[config.mk]
export PLATFORM = sky130hd
export DESIGN_NAME = rob_alloc
export DESIGN_NICKNAME = d
export VERILOG_FILES = /design/src/rtl/rob_alloc_pkg.sv /design/src/rtl/rob_alloc.sv
export SDC_FILE = /design/constraint.sdc
export NUM_CORES = 1
export LEC_CHECK = 0
export CELL_PAD_IN_SITES_DETAIL_PLACEMENT = 1
export CELL_PAD_IN_SITES_GLOBAL_PLACEMENT = 1
export CORE_MARGIN = 2
export CORE_UTILIZATION = 30
export CTS_CLUSTER_DIAMETER = 100
export DETAILED_ROUTE_END_ITERATION = 12
export GPL_ROUTABILITY_DRIVEN = 0
export PLACE_DENSITY_LB_ADDON = 0.1
export SKIP_LAST_GASP = 1
export SLEW_MARGIN = 0
export SYNTH_ARGS = -nofsm -noshare
export SYNTH_HDL_FRONTEND = slang
export SYNTH_SLANG_ARGS = --single-unit
[constraint.sdc]
create_clock -name clk -period 5.3 [get_ports clk]
set_clock_uncertainty 0.05 [all_clocks]
set_input_delay 0.53 -clock clk [delete_from_list [all_inputs] [get_ports clk]]
set_output_delay 0.53 -clock clk [all_outputs]
set_load 0.02 [all_outputs]
[src/rtl/rob_alloc_pkg.sv]
// Shared constants and helpers for the ROB entry allocator.
package rob_alloc_pkg;

  // Default ROB geometry; ROB_NUM must stay a power of two so that
  // pointer arithmetic can simply drop the carry bit.
  localparam int DEF_ROB_NUM = 64;
  localparam int DEF_ROB_SEL = 6;

  // Number of entries a dispatch group asks for. Slot 2 only counts
  // when slot 1 is also requesting.
  function automatic logic [1:0] req_count(input logic req1, input logic req2);
    return {1'b0, req1} + {1'b0, req1 & req2};
  endfunction

endpackage

[src/rtl/rob_alloc.sv]
// ROB entry allocator: hands out up to two ROB addresses per cycle,
// tracks the free-entry count, and rewinds the tail on a flush.
module rob_alloc
  import rob_alloc_pkg::*;
#(
  parameter int ROB_NUM = DEF_ROB_NUM,
  parameter int ROB_SEL = DEF_ROB_SEL
) (
  input  logic               clk,
  input  logic               reset,
  input  logic               req1_i,
  input  logic               req2_i,
  input  logic               stall_i,
  input  logic               flush_i,
  input  logic               commit_1_i,
  input  logic [ROB_SEL-1:0] commit_ptr_i,
  output logic               dp1_o,
  output logic               dp2_o,
  output logic [ROB_SEL-1:0] dp1_addr_o,
  output logic [ROB_SEL-1:0] dp2_addr_o,
  output logic               alloc_stall_o,
  output logic [ROB_SEL:0]   freenum_o,
  output logic [ROB_SEL-1:0] tail_o
);

  localparam int CW = ROB_SEL + 1;
  localparam logic [CW-1:0] EMPTY_CNT = CW'(ROB_NUM);

  logic [ROB_SEL-1:0] tail;
  logic [ROB_SEL-1:0] tail_nxt;
  logic [CW-1:0]      freenum;
  logic [CW-1:0]      freenum_nxt;
  logic [1:0]         n_req;
  logic [1:0]         n_grant;
  logic               grant;
  logic               commit_eff;
  logic               short;

  // Grant decision and next-state computation from registered state.
  // NOTE: every variable gets a default first so no path can leave one
  // unassigned, which would otherwise infer a latch.
  always_comb begin
    n_req       = req_count(req1_i, req2_i);
    short       = freenum < CW'(n_req);
    grant       = 1'b0;
    n_grant     = 2'd0;
    commit_eff  = 1'b0;
    tail_nxt    = tail;
    freenum_nxt = freenum;

    // All-or-nothing: a two-wide group is never split. A commit this
    // cycle does not help, the check sees only the registered count.
    grant   = (n_req != 2'd0) && !stall_i && !flush_i && !short;
    n_grant = grant ? n_req : 2'd0;

    // A commit with every entry already free is a protocol error; the
    // count saturates at ROB_NUM instead of overflowing.
    commit_eff = commit_1_i && (freenum != EMPTY_CNT);

    if (flush_i) begin
      // Everything past the commit point is squashed.
      tail_nxt    = commit_ptr_i + ROB_SEL'(commit_1_i);
      freenum_nxt = EMPTY_CNT;
    end else begin
      tail_nxt    = tail + ROB_SEL'(n_grant);
      freenum_nxt = freenum - CW'(n_grant) + CW'(commit_eff);
    end
  end

  // Tail pointer and free count registers.
  // NOTE: sequential state uses non-blocking assignments so every
  // register samples the pre-edge values regardless of statement order.
  always_ff @(posedge clk or negedge reset) begin
    if (!reset) begin
      tail    <= '0;
      freenum <= EMPTY_CNT;
    end else begin
      tail    <= tail_nxt;
      freenum <= freenum_nxt;
    end
  end

  // Outputs are combinational so allocation has zero-cycle latency.
  assign dp1_o         = grant && req1_i;
  assign dp2_o         = grant && req1_i && req2_i;
  assign dp1_addr_o    = tail;
  assign dp2_addr_o    = tail + ROB_SEL'(1);
  assign alloc_stall_o = (n_req != 2'd0) && !flush_i && short;
  assign freenum_o     = freenum;
  assign tail_o        = tail;

endmodule

==> impl_metrics.toml <==
[job]
drv_cap = 0

[layout]
final_core_util = 0.422
area_growth_syn_to_layout_pct = 36.3
num_antenna_cells = 0
final_nets = 203
layout-drive-gt1-share = 0.0539
n_fill_cell = 462
fin_area_um2 = 1670

[setup_path]
cp_max_fo = 6
path_common_cell = "ha_1"
cp.buffers_inverters = 2
critical_path.slowest_cell = "clkdlybuf4s50_1"
crit_path_cell_trace = "clkdlybuf4s50_1 > nand2_1 > ha_1 > nand2_1 > o2111ai_1 > and4bb_1 > nor2b_1 > ha_1 > inv_1 > ha_1 > fa_1 > a21oi_1 > o21bai_1 > xnor2_1 > nor2_1"
critical_path_class = "primary input to register"
crit_path_end_kind = "register"
startpoint_type = "primary input"
cp.required_ns = 5.38
critPathTopFamily = "adder cells"
critPathMaxStageDelay_ns = 0.56
arrival_ns = 3.71

[synthesis]
ys_types = 38
synth_compound_area_frac = 0.104
ys.flop_type = "dfrtp_1"
synth_top_family_by_area = "adder cells"
syn_nets = 167
yosys.area_share.simple = 0.176
yosysWarningCount = 0
synthArstFlopShare = 1.00
synth-seq-area-share = 0.266
avgSynthCellArea_um2 = 9.31
synth_area_leaders = "dfrtp_1 24%, ha_1 20%, xnor2_1 7.1%"
synth_top_area_share = 0.244
synthAdderAreaFrac = 0.236
synth_edf_count = 0
synth_xor_area_frac = 0.107
yosysMostFrequentCell = "ha_1"
synth_cells = 132
ys_top_cells_by_count = "20 x ha_1, 12 x dfrtp_1, 11 x inv_1, 10 x nand2_1, 10 x xnor2_1"
yosysTopAreaCell = "dfrtp_1"
synth_mux_area_frac = 0.0173
ys_ff_latch = 13
synth_area_um2 = 1230

[clock_tree]
post-cts-setup-buffers = 0
tritoncts.num_buffers = 3
h-tree-depth = 1
ctsResizeCount = 0
cts_tree = "done"
path_clk_slew_ns = 0.06
clk_latency_ns = 0.25
cts_root_buf = "clkbuf_8"
cts_hold_buffers = 0
cts_buffer_depth = 2
clkSinkCount = 13

[global_route]
grtUsageTotal = 0.158
gr-total-overflow = 0
grt_pass1_vias = 1110
grt_max_degree = 22
grt_pass1_wl_um = 5460
antenna_found_initial = 0

[timing]
layout_worst_path_cycle_share = 0.684
hold_ws_ns = 0.602
slew_violations = 0
max_freq_mhz = 276
worstMarginPinSlew_ns = 0.708
hold_viol_final = 0
timing.setup.tns_ns = 0
setup_viol = 0
fin_ws_ns = 1.68
grt_setup_unrepaired = "false"
fin_crit_ns = 3.62
slew_headroom = 0.527

[detailed_routing]
drt-pass1-iter-count = 4
avgRoutedWirePerCell_um = 15.2
vias = 1059
drc = 0
drtIter0Drc = 18
wirelength_um = 3300
postRouteAntennaNets = 0
via_per_inst = 4.88

[floorplan]
io_pins = 41
fp.dieH_um = 68.0
rows = 23
design.core.area_um2 = 3970
dieArea_um2 = 4620
chipWidth_um = 68.0
initial_core_util = 0.309

[place]
hpwl_um = 2690
pre_cts_ws_ns = 1.38
port_buffers = 40
dpl_cell_area_um2 = 1630

[power_and_ir_drop]
vdd_drop_max_uv = 238
p_leak_uw = 0.000710
p_per_area_nw_per_um2 = 436

[run_status]
status = "completed"

[min_path]
holdCritPathClass = "register to register"
final cells by class:
cell class                 count  area [um^2]  share of cell area
tap                           50         62.6              0.0374
timing repair buffer          41          408               0.244
inverter                      12         45.0              0.0269
clock buffer                   4         45.0              0.0269
sequential                    13          327               0.195
multi-input combinational     97          787               0.470
cells by family (layout without fill, tap and decap cells):
kind of cell | Yosys count | count (layout)
fa+ha+maj | 22 | 22
compound gates | 18 | 18
flops | 13 | 13
buf+inv | 22 | 57
mux | 2 | 2
xor+xnor | 15 | 15
simple gates | 40 | 40
routing by layer:
layer	vias up	part of all wire	track usage
li1	516	-	-
met2	25	0.52	0.288
met5	-	0	0
met4	0	0.010	0.0375
met3	4	0.039	0.0214
met1	514	0.43	0.197
where the power goes:
part	switching [uW]	internal [uW]	total, uW
sequential	33.7	131	165
clock	42.8	53.3	96.1
combinational	252	218	469
total	328	402	730
flip-flops by register name (all words and copies together), names as in the netlist:
register	cells
freenum_o	7
dp1_addr_o	6
cells in the final DEF (no fill, tap or decap), types with 2 or more instances in the layout:
cell             count
nor2b_1              4
clkbuf_8             3
fa_1                 2
xnor2_1             10
nand3_1              6
nor3_1               2
xor2_1               5
a21oi_1              4
nor3b_1              3
clkdlybuf4s50_1     40
inv_1               11
dfrtp_1             12
o21ai_0              4
nand2_1             10
and2_1               2
nor4_1               2
ha_1                20
nor2_1               6
a21o_1               2
metrics by stage:
stage / total power [uW] / cells
after global routing: 799 / 217
after detailed placement: 644 / 213
after CTS: 742 / 217
after global placement: 630 / 213
after floorplan: 475 / 132
final: 730 / 217
tightest hold or removal path, delay by kind of cell (launching register included):
family / cells / cell delay, ns
muxes: 1 / 0.06
xor gates and xnor gates: 1 / 0.14
DFF: 1 / 0.41
final timing paths:
path	slack, ns	startpoint	end	cells after the start
setup / recovery	1.68	req2_i	freenum_o[4]$_DFF_PN0_	15
hold / removal	0.60	dp1_addr_o[5]$_DFF_PN0_	dp1_addr_o[5]$_DFF_PN0_	2
setup reg to reg	2.13	freenum_o[4]$_DFF_PN0_	freenum_o[4]$_DFF_PN0_	14
hold reg to reg	0.60	dp1_addr_o[5]$_DFF_PN0_	dp1_addr_o[5]$_DFF_PN0_	2
max in group asynchronous	4.10	reset	dp1_addr_o[2]$_DFF_PN0_	1
min in group asynchronous	0.65	reset	dp1_addr_o[0]$_DFF_PN0_	1
Note: power is estimated with default switching activity, not from simulation.
